$ cat src/rtl/title_bitmap_engine_pkg.sv
// Shared types and constants for the title bitmap engine: FSM states, colours and
// the glyph ROM image (index order [title][row][column], bit 0 = ink).
package title_pkg;

  typedef enum logic [1:0] {IDLE, REVEAL, SHOW} title_state_e;

  localparam logic [7:0] TITLE_COLOR = 8'hFF;
  localparam logic [7:0] TRANSPARENT = 8'h00;

  localparam int ROM_W      = 64;
  localparam int ROM_H      = 16;
  localparam int ROM_TITLES = 4;
  localparam int ROM_XW     = $clog2(ROM_W);
  localparam int ROM_YW     = $clog2(ROM_H);
  localparam int ROM_SW     = (ROM_TITLES > 1) ? $clog2(ROM_TITLES) : 1;

  typedef logic [ROM_TITLES-1:0][ROM_H-1:0][ROM_W-1:0] title_rom_t;

  // Glyph artwork: diagonal stripes whose phase shifts by one column per title.
  function automatic title_rom_t build_title_rom();
    title_rom_t r;
    for (int t = 0; t < ROM_TITLES; t++)
      for (int y = 0; y < ROM_H; y++)
        for (int x = 0; x < ROM_W; x++)
          r[ROM_SW'(t)][ROM_YW'(y)][ROM_XW'(x)] = ((x + y + t) % 3) != 0;
    return r;
  endfunction

  localparam title_rom_t TITLE_ROM = build_title_rom();

endpackage

$ cat src/rtl/title_bitmap_engine_if.sv
// Pixel bus between the rectangle-position block (master) and the title renderer (slave).
interface title_bitmap_engine_if;
  logic [10:0] offsetX;
  logic [10:0] offsetY;
  logic        InsideRectangle;
  logic        drawingRequest;
  logic [7:0]  RGBout;

  modport master (output offsetX, offsetY, InsideRectangle, input drawingRequest, RGBout);
  modport slave  (input offsetX, offsetY, InsideRectangle, output drawingRequest, RGBout);
endinterface

$ cat src/rtl/title_bitmap_engine_rom.sv
// Combinational glyph lookup: (title, row, column) -> bitmap bit.
module title_rom
  import title_pkg::*;
(
  input  logic [ROM_SW-1:0] sel_i,
  input  logic [ROM_YW-1:0] sy_i,
  input  logic [ROM_XW-1:0] sx_i,
  output logic              bit_o
);
  assign bit_o = TITLE_ROM[sel_i][sy_i][sx_i];
endmodule

$ cat src/rtl/title_bitmap_engine.sv
// Title renderer: reveal/show FSM with a column-wipe counter and a 2-stage pixel pipeline.
// Blinking while SHOW is built only when the TITLE_BLINK_EN macro is defined.
module title_bitmap_engine
  import title_pkg::*;
#(
  parameter int         WIDTH         = ROM_W,
  parameter int         HEIGHT        = ROM_H,
  parameter int         NUM_TITLES    = ROM_TITLES,
  parameter int         SCALE_LOG2    = 0,
  parameter logic [7:0] COLOR         = TITLE_COLOR,
  parameter int         REVEAL_FRAMES = 2,
  parameter int         BLINK_FRAMES  = 30,
  localparam int        SEL_W         = (NUM_TITLES > 1) ? $clog2(NUM_TITLES) : 1
) (
  input  logic                 clk,
  input  logic                 reset,
  input  logic                 enable,
  input  logic                 startOfFrame,
  input  logic [SEL_W-1:0]     titleSel,
  input  logic                 revealStart,
  input  logic                 blinkOn,
  title_bitmap_engine_if.slave pix,
  output logic                 revealDone
);
  localparam int COL_W = $clog2(WIDTH + 1);
  localparam int FRM_W = $clog2(REVEAL_FRAMES + 1);

  title_state_e     state_q;
  logic [COL_W-1:0] revealCol_q;
  logic [FRM_W-1:0] frameCnt_q;
  logic             revealDone_q;
  logic [SEL_W-1:0] activeSel_q;
  logic             first_q;
  logic             blinkVis;

  // Disable outranks a restart; a restart outranks frame counting.
  always_ff @(posedge clk) begin
    if (reset || !enable) begin
      state_q      <= IDLE;
      revealCol_q  <= '0;
      frameCnt_q   <= '0;
      revealDone_q <= 1'b0;
    end else if (revealStart) begin
      state_q      <= REVEAL;
      revealCol_q  <= '0;
      frameCnt_q   <= '0;
      revealDone_q <= 1'b0;
    end else if (state_q == REVEAL && startOfFrame) begin
      if (frameCnt_q == FRM_W'(REVEAL_FRAMES - 1)) begin
        frameCnt_q  <= '0;
        revealCol_q <= revealCol_q + COL_W'(1);
        if (revealCol_q == COL_W'(WIDTH - 1)) begin
          state_q      <= SHOW;
          revealDone_q <= 1'b1;
        end
      end else begin
        frameCnt_q <= frameCnt_q + FRM_W'(1);
      end
    end
  end

  // Title selection only changes at frame boundaries to avoid tearing.
  always_ff @(posedge clk) begin
    if (reset) begin
      activeSel_q <= '0;
      first_q     <= 1'b1;
    end else begin
      first_q <= 1'b0;
      if ((startOfFrame || first_q) && (32'(titleSel) < NUM_TITLES))
        activeSel_q <= titleSel;
    end
  end

`ifdef TITLE_BLINK_EN
  localparam int BLK_W = $clog2(BLINK_FRAMES + 1);
  logic [BLK_W-1:0] blinkCnt_q;
  logic             blinkPhase_q;

  always_ff @(posedge clk) begin
    if (reset || !enable || revealStart || !blinkOn || state_q != SHOW) begin
      blinkCnt_q   <= '0;
      blinkPhase_q <= 1'b1;
    end else if (startOfFrame) begin
      if (blinkCnt_q == BLK_W'(BLINK_FRAMES - 1)) begin
        blinkCnt_q   <= '0;
        blinkPhase_q <= ~blinkPhase_q;
      end else begin
        blinkCnt_q <= blinkCnt_q + BLK_W'(1);
      end
    end
  end
  assign blinkVis = blinkPhase_q;
`else
  logic unused_blinkOn;
  assign unused_blinkOn = blinkOn;
  assign blinkVis       = 1'b1;
`endif

  logic [10:0]       sxFull, syFull;
  logic              shown, vis_d;
  logic [ROM_XW-1:0] sx_p1;
  logic [ROM_YW-1:0] sy_p1;
  logic              vld_p1;
  logic              romBit;
  logic              drawingRequest_q;
  logic [7:0]        RGBout_q;

  always_comb begin
    sxFull = pix.offsetX >> SCALE_LOG2;
    syFull = pix.offsetY >> SCALE_LOG2;
    shown  = 1'b0;
    if (state_q == SHOW)
      shown = 1'b1;
    else if (state_q == REVEAL)
      shown = 32'(sxFull) < 32'(revealCol_q);
    vis_d = pix.InsideRectangle && shown && blinkVis &&
            (32'(sxFull) < WIDTH) && (32'(syFull) < HEIGHT);
  end

  // Stage 1: source coordinates and visibility qualifier
  always_ff @(posedge clk) begin
    sx_p1 <= sxFull[ROM_XW-1:0];
    sy_p1 <= syFull[ROM_YW-1:0];
    if (reset) vld_p1 <= 1'b0;
    else       vld_p1 <= vis_d;
  end

  title_rom u_rom (
    .sel_i (ROM_SW'(activeSel_q)),
    .sy_i  (sy_p1),
    .sx_i  (sx_p1),
    .bit_o (romBit)
  );

  // Stage 2: ROM bit resolved into request and colour
  always_ff @(posedge clk) begin
    if (reset) begin
      drawingRequest_q <= 1'b0;
      RGBout_q         <= TRANSPARENT;
    end else begin
      drawingRequest_q <= vld_p1 && !romBit;
      RGBout_q         <= (vld_p1 && !romBit) ? COLOR : TRANSPARENT;
    end
  end

  assign pix.drawingRequest = drawingRequest_q;
  assign pix.RGBout         = RGBout_q;
  assign revealDone         = revealDone_q;

endmodule

$ cat src/flat_wrapper.sv
// flat-port wrapper written by rule: the top's interface ports become plain ports
module title_bitmap_engine_flat import title_pkg::*;
#(
  parameter int         WIDTH         = ROM_W,
  parameter int         HEIGHT        = ROM_H,
  parameter int         NUM_TITLES    = ROM_TITLES,
  parameter int         SCALE_LOG2    = 0,
  parameter logic [7:0] COLOR         = TITLE_COLOR,
  parameter int         REVEAL_FRAMES = 2,
  parameter int         BLINK_FRAMES  = 30,
  localparam int        SEL_W         = (NUM_TITLES > 1) ? $clog2(NUM_TITLES) : 1
)
  (clk, reset, enable, startOfFrame, titleSel, revealStart, blinkOn, revealDone, pix_offsetX, pix_offsetY, pix_InsideRectangle, pix_drawingRequest, pix_RGBout);
  title_bitmap_engine_if pix_i ();
  input  logic clk;
  input  logic reset;
  input  logic enable;
  input  logic startOfFrame;
  input  logic [SEL_W-1:0] titleSel;
  input  logic revealStart;
  input  logic blinkOn;
  output logic revealDone;
  input wire logic [$bits(pix_i.offsetX)-1:0] pix_offsetX;
  input wire logic [$bits(pix_i.offsetY)-1:0] pix_offsetY;
  input wire logic [$bits(pix_i.InsideRectangle)-1:0] pix_InsideRectangle;
  output wire logic [$bits(pix_i.drawingRequest)-1:0] pix_drawingRequest;
  output wire logic [$bits(pix_i.RGBout)-1:0] pix_RGBout;
  assign pix_i.offsetX = pix_offsetX;
  assign pix_i.offsetY = pix_offsetY;
  assign pix_i.InsideRectangle = pix_InsideRectangle;
  assign pix_drawingRequest = pix_i.drawingRequest;
  assign pix_RGBout = pix_i.RGBout;
  title_bitmap_engine #(.WIDTH(WIDTH), .HEIGHT(HEIGHT), .NUM_TITLES(NUM_TITLES), .SCALE_LOG2(SCALE_LOG2), .COLOR(COLOR), .REVEAL_FRAMES(REVEAL_FRAMES), .BLINK_FRAMES(BLINK_FRAMES)) u_core (.clk(clk), .reset(reset), .enable(enable), .startOfFrame(startOfFrame), .titleSel(titleSel), .revealStart(revealStart), .blinkOn(blinkOn), .pix(pix_i), .revealDone(revealDone));
endmodule
$ cat config.mk
export PLATFORM = sky130hd
export DESIGN_NAME = title_bitmap_engine_flat
export DESIGN_NICKNAME = d
export VERILOG_FILES = /design/src/rtl/title_bitmap_engine_pkg.sv /design/src/rtl/title_bitmap_engine_if.sv /design/src/rtl/title_bitmap_engine_rom.sv /design/src/rtl/title_bitmap_engine.sv /design/src/flat_wrapper.sv
export SDC_FILE = /design/constraint.sdc
export NUM_CORES = 1
export LEC_CHECK = 0
export CAP_MARGIN = 20
export CORE_MARGIN = 2
export CORE_UTILIZATION = 42
export CTS_CLUSTER_DIAMETER = 100
export DETAILED_ROUTE_END_ITERATION = 8
export PLACE_DENSITY = 0.74
export SYNTH_ARGS = -nofsm -noshare
export SYNTH_HDL_FRONTEND = slang
export SYNTH_SLANG_ARGS = --single-unit
$ cat constraint.sdc
create_clock -name clk -period 1.5 [get_ports clk]
set_input_delay 0.15 -clock clk [delete_from_list [all_inputs] [get_ports clk]]
set_output_delay 0.15 -clock clk [all_outputs]
set_load 0.01 [all_outputs]
Word-level counts from Yosys, hierarchy flattened

Index checks and enable logic that the tools add are counted.

Add/subtract/negate cells: 2
Magnitude comparators: 6
Equality and inequality tests: 4
Mux-type cells: 15
Reduce and logical (&&, ||, !) cells: 16

Operators by type and width:

| cell                                                        | count |
|---|---|
| binary-select mux 1024 bit (select 2 bit)                   | 1 |
| 2-to-1 mux 1024 bit                                         | 1 |
| binary-select mux 64 bit (select 4 bit)                     | 1 |
| 2-to-1 mux 64 bit                                           | 1 |
| less-than comparator 11 x 5 -> 1 bit, second input constant | 1 |
| less-than comparator 11 x 7 -> 1 bit                        | 1 |
| less-than comparator 11 x 7 -> 1 bit, second input constant | 1 |
| 2-to-1 mux 1 bit                                            | 8 |
| 2-to-1 mux 8 bit                                            | 1 |
| adder 7 x 1 -> 7 bit, second input constant                 | 1 |
| equality test 7 x 6 -> 1 bit, second input constant         | 1 |
| less-than comparator 6 x 7 -> 1 bit, second input constant  | 1 |
| binary-select mux 1 bit (select 6 bit)                      | 1 |
| AND reduction 3 bit                                         | 2 |
| nonzero test 2 bit                                          | 3 |
| logical AND 1 bit                                           | 5 |
| less-than comparator 4 x 5 -> 1 bit, second input constant  | 1 |
| equality test 2 x 1 -> 1 bit, second input constant         | 2 |
| less-than comparator 2 x 3 -> 1 bit, second input constant  | 1 |
| adder 2 x 1 -> 2 bit, second input constant                 | 1 |
| equality test 2 bit, second input constant                  | 1 |
| logical NOT 1 bit                                           | 2 |
| logical OR 1 bit                                            | 2 |
| 2-to-1 mux 2 bit                                            | 1 |
| 2 further kinds                                             | 2 |

Register bits: 34
Input port bits: 31
Output and inout bits: 10
Logic and storage cells: 54

Logic depth before layout (Yosys ltp)

Depth in word-level cells: 9
Gate-level depth with buffers: 7
Mapped depth without buffers: 7

Hierarchy

A second synthesis with hierarchy kept.

Cell total of the unflattened synthesis: 170
Area, all modules: 1539.0 sq um

Modules (own cells, without submodules):

| module              | instances | cells an instance | area an instance (sq um) | seq. area each (sq um) |
|---|---|---|---|---|
| title_bitmap_engine | 1         | 111               | 1086.0                   | 520.5 |
| title_rom           | 1         | 59                | 452.9                    | 0.0 |

Least setup slack after synthesis

No wires, ideal clock.

Kind: reg2reg
Start point: reg u_core.revealCol_q[1]
End point: reg u_core.vld_p1
Library setup time: 91 ps
Arrival: 1471 ps
Data required time: 1409 ps
Slack: -62 ps
Stages on the path, launching flop included: 8
Period minus slack after synthesis: 1562 ps
Path through: dfxtp_1 > inv_1 > ha_1 > a21o_1 > a21o_1 > a211oi_1 > o21bai_1 > a311oi_1

Cells in the longest elaborated chain, start to end: 6

Ends and longest elaborated chain:

| what                                 | RTL line                   | RTL |
|---|---|---|
| start, declared                      | title_bitmap_engine.sv:29  | `logic [COL_W-1:0] revealCol_q;` |
| start signal, assigned               | title_bitmap_engine.sv:51  | `revealCol_q <= revealCol_q + COL_W'(1);` |
| less-than comparator 11 x 7 -> 1 bit | title_bitmap_engine.sv:115 | `shown = 32'(sxFull) < 32'(revealCol_q);` |
| 2-to-1 mux 1 bit                     | title_bitmap_engine.sv:114 | `else if (state_q == REVEAL)` |
| 2-to-1 mux 1 bit                     | title_bitmap_engine.sv:112 | `if (state_q == SHOW)` |
| logical AND 1 bit (2 in series)      | title_bitmap_engine.sv:116 | `vis_d = pix.InsideRectangle && shown && blinkVis &&` |
| logical AND 1 bit                    | title_bitmap_engine.sv:117 | `(32'(sxFull) < WIDTH) && (32'(syFull) < HEIGHT);` |
| end signal, assigned                 | title_bitmap_engine.sv:125 | `else vld_p1 <= vis_d;` |
| end, declared                        | title_bitmap_engine.sv:103 | `logic vld_p1;` |

Every way passes these cells.
A chain may end at the register's enable or synchronous reset.

Final worst setup path

Start point: reg u_core.sy_p1[2]
End point: reg u_core.RGBout_q[6], in the netlist u_core.pix.RGBout[6]

Cells in the longest elaborated chain, start to end: 7

Ends and longest elaborated chain:

| what                                    | RTL line                      | RTL |
|---|---|---|
| start, declared                         | title_bitmap_engine.sv:102    | `logic [ROM_YW-1:0] sy_p1;` |
| start signal, assigned                  | title_bitmap_engine.sv:123    | `sy_p1 <= syFull[ROM_YW-1:0];` |
| binary-select mux 64 bit (select 4 bit) | title_bitmap_engine_rom.sv:10 | `assign bit_o = TITLE_ROM[sel_i][sy_i][sx_i];` |
| 2-to-1 mux 64 bit (implied by the code) | title_bitmap_engine_rom.sv:10 |  |
| binary-select mux 1 bit (select 6 bit)  | title_bitmap_engine_rom.sv:10 |  |
| 2-to-1 mux 1 bit (implied by the code)  | title_bitmap_engine_rom.sv:10 |  |
| logical NOT 1 bit                       | title_bitmap_engine.sv:142    | `RGBout_q <= (vld_p1 && !romBit) ? COLOR : TRANSPARENT;` |
| logical AND 1 bit                       | title_bitmap_engine.sv:142    |  |
| 2-to-1 mux 8 bit                        | title_bitmap_engine.sv:142    |  |
| end signal, assigned                    | title_bitmap_engine.sv:142    |  |
| end, declared                           | title_bitmap_engine.sv:106    | `logic [7:0] RGBout_q;` |

Every way passes these cells. The select of a mux whose other input is x is not followed.

==> flow_summary.json <==
{
  "startpoint_type": "register",
  "ant_nets": 0,
  "synth-seq-cells": 26,
  "finalMaxSlewViolations": 0,
  "fp.dieW_um": 64.1,
  "worstPathRequired_ns": 1.74,
  "worstSetupEndpoint": "u_core.pix.RGBout[6]$_SDFF_PP0_",
  "grt_pass1_vias": 1300,
  "syn_area_per_cell_um2": 8.94,
  "drc": 0,
  "endpoint_kind": "register",
  "final_cell_count_no_fill": 261,
  "fillers": 293,
  "hpwl_mm": 2.73,
  "cts_buffers": 3,
  "drive_gt1_frac": 0.237,
  "synthTopCellsByCount": "dfxtp_1 (26), nor2_1 (18), inv_1 (10)",
  "synth_flop_cell": "dfxtp_1",
  "cts_root_buffer": "clkbuf_4",
  "portBuffers": 39,
  "avgRoutedWirePerCell_um": 13.1,
  "grt_use_total": 0.174,
  "p_sw_uw": 336,
  "pwr-share-seq": 0.569,
  "path_max_fanout": 8,
  "skew_ns": 0.00184,
  "hold_class": "in -> reg",
  "cts_tree": "built",
  "netlist.area_leader.share": 0.343,
  "synth_area_leaders": "dfxtp_1 (34%), ha_1 (5.8%), xnor2_1 (5.2%)",
  "vdd_ir_drop_max_mv": 0.357,
  "ctsHtreeMaxLevel": 1,
  "p_int_uw": 971,
  "tightest_slew_ns": 0.404,
  "start_util": 0.445,
  "areaGrowthSynthToFinish_pct": 41.4,
  "p_leak_uw": 0.000781,
  "synthDistinctLibCells": 46,
  "setup_viol": 10,
  "antenna_found_initial": 0,
  "grt_overflow": 0,
  "place_area_mm2": 0.00202,
  "clock-sinks": 26,
  "die_h_um": 64.1,
  "rr_worst_depth": 6,
  "yosysSeqAreaShare": 0.343,
  "clockBufferDepth": 2,
  "r2r-start": "u_core.sy_p1[2]$_DFF_P_",
  "final_nets": 255,
  "max_slew_margin": 0.729,
  "fp.dieArea_mm2": 0.00411,
  "syn_inst": 170,
  "finalInstanceArea_mm2": 0.00215,
  "drt-pass1-iter-count": 4,
  "worstSkewPairLatency_ns": 0.30,
  "max-cap-violations": 0,
  "via_per_inst": 5.22,
  "grt_max_degree": 14,
  "r2r_end": "u_core.pix.RGBout[6]$_SDFF_PP0_",
  "vias": 1363,
  "finalHoldViolCount": 0,
  "max_freq_ghz": 0.623,
  "synth.net_count": 208,
  "hold_buffers": 0,
  "violations": "setup timing",
  "pin_count": 41,
  "core-area_mm2": 0.00342,
  "p_sw_frac": 0.257,
  "grt_pass1_wl_mm": 5.75,
  "path_class": "reg -> reg",
  "fin_crit_ns": 1.60,
  "num_rows": 21,
  "pwr-share-clk": 0.212,
  "powerDensity_mw_per_mm2": 608,
  "n_antenna_cell": 0,
  "period_share": 1.07,
  "fin_ws_ns": -0.105,
  "cts.clk_slew.worst_paths_ns": 0.13,
  "yosysTopAreaCell": "dfxtp_1",
  "startpoint": "u_core.sy_p1[2]$_DFF_P_",
  "synthesis.area_mm2": 0.00152,
  "drt_iter0_drc": 88,
  "drt_wl_total_mm": 3.41,
  "yosysMostFrequentCell": "dfxtp_1",
  "r2r_setup_slack_ns": -0.10,
  "placedCellCount": 257,
  "synth_warnings": 0,
  "combinationalPowerShare": 0.219,
  "place.gp.congestion": 0.909,
  "status": "complete, but fails checks",
  "async_flop_share": 0,
  "rsz0062_at_grt": "true",
  "synth-edff-count": 0,
  "worstPathArrival_ns": 1.84
}
==> metal layers <==
| metal | global-route usage | vias to the layer above | wire length [µm] |
|---|---|---|---|
| li1 | - | 697 | - |
| met1 | 0.196 | 630 | 1390 |
| met2 | 0.333 | 29 | 1870 |
| met3 | 0.0176 | 7 | 94 |
| met4 | 0.0612 | 0 | 65 |
| met5 | 0 | - | 0 |
==> how the worst min path moves through the flow <==
stage	startpoint	to	slack (ns)	cells after the start
6_report	pix_offsetY[1]	u_core.sy_p1[1]$_DFF_P_	0.26	1
5_1_grt	pix_offsetY[1]	u_core.sy_p1[1]$_DFF_P_	0.23	1
4_1_cts	pix_offsetY[1]	u_core.sy_p1[1]$_DFF_P_	0.25	1
3_5_place_dp	u_core.frameCnt_q[1]$_SDFFE_PP0P_	u_core.frameCnt_q[1]$_SDFFE_PP0P_	0.47	1
3_3_place_gp	u_core.frameCnt_q[1]$_SDFFE_PP0P_	u_core.frameCnt_q[1]$_SDFFE_PP0P_	0.47	1
2_1_floorplan	reset	u_core.first_q$_DFF_P_	0.18	0
==> final cells by class <==
| type | instances | area [µm²] | area share |
|---|---|---|---|
| inverters | 10 | 37.5 | 0.0175 |
| repair buffers | 58 | 536 | 0.249 |
| well taps | 46 | 57.6 | 0.0268 |
| flip-flops and latches | 26 | 541 | 0.252 |
| multi-input cells | 118 | 953 | 0.444 |
| clock buffers | 3 | 22.5 | 0.0105 |
==> sequential cells by signal, indices dropped and copies added, names as in the netlist, 2 cells and up <==
signal	cells
u_core.activeSel_q	2
u_core.frameCnt_q	2
u_core.revealCol_q	7
u_core.sx_p1	6
u_core.sy_p1	4
==> critical path: stages, from the launching register on <==
cell and delay, ns:
dfxtp_4 0.44, or3b_4 0.42, a21oi_4 0.22, nor4_4 0.08
a21oi_2 0.14, a22oi_1 0.10, o22ai_1 0.13
==> cell usage in the layout, fill, tap and decap left out, drive strengths merged, types with 2 or more instances in the layout <==
master,netlist,routed
clkdlybuf4s50,0,38
dfxtp,26,26
buf,15,19
nor2,18,18
inv,10,10
xnor2,9,9
nand2,8,8
o21ai,7,7
ha,7,7
a21oi,7,7
nand4,5,5
nor3,5,5
nand2b,4,4
nand3b,4,4
nand3,4,4
o2111ai,4,4
nor4,4,4
clkbuf,1,3
nor4b,3,3
xor2,3,3
a21o,2,2
and3,2,2
a22oi,2,2
nand4bb,2,2
a31oi,2,2
or3b,2,2
nor3b,2,2
==> metrics by stage <==
step	setup slack, ns	setup TNS, ns	hold WS [ns]	power (µW)	utilization
finish	-0.105	-0.157	0.262	1310	0.629
global route	-0.191	-1.23	0.231	1380	0.629
CTS	-0.0852	-0.374	0.246	1310	0.617
detailed placement	-0.357	-1.34	0.475	1020	0.592
global placement	-0.308	-0.891	0.469	1010	0.592
floorplan	-0.00998	-0.0125	0.178	895	-
==> power by group through the flow <==
| stage | Clock [µW] | Combinational, µW | Sequential [µW] |
|---|---|---|---|
| 2_1_floorplan | 0 | 158 | 737 |
| 6_report | 277 | 285 | 744 |
| 3_5_place_dp | 0 | 262 | 758 |
| 4_1_cts | 296 | 275 | 742 |
| 5_1_grt | 326 | 309 | 749 |
| 3_3_place_gp | 0 | 251 | 756 |
==> kinds of logic (layout without fill, tap and decap cells) <==
| kind of cell | count (synthesis) | after routing | share of synthesized area |
|---|---|---|---|
| AOI/OAI and AO/OA | 33 | 33 | 0.175 |
| xor gates and xnor gates | 12 | 12 | 0.0741 |
| adders and majority gates | 7 | 7 | 0.0577 |
| buffers and inverters | 26 | 71 | 0.0988 |
| DFF | 26 | 26 | 0.343 |
| muxes | 1 | 1 | 0.00659 |
| and+or+nand+nor | 65 | 65 | 0.245 |
==> what timing repair did <==
item / in CTS / in global routing
endpoints found under the setup margin: 11 / 15
gates resized for setup: 14 / 9
pin swaps: 12 / 5
buffers inserted: 1 / 0
Power figures use the tool's default switching activity.
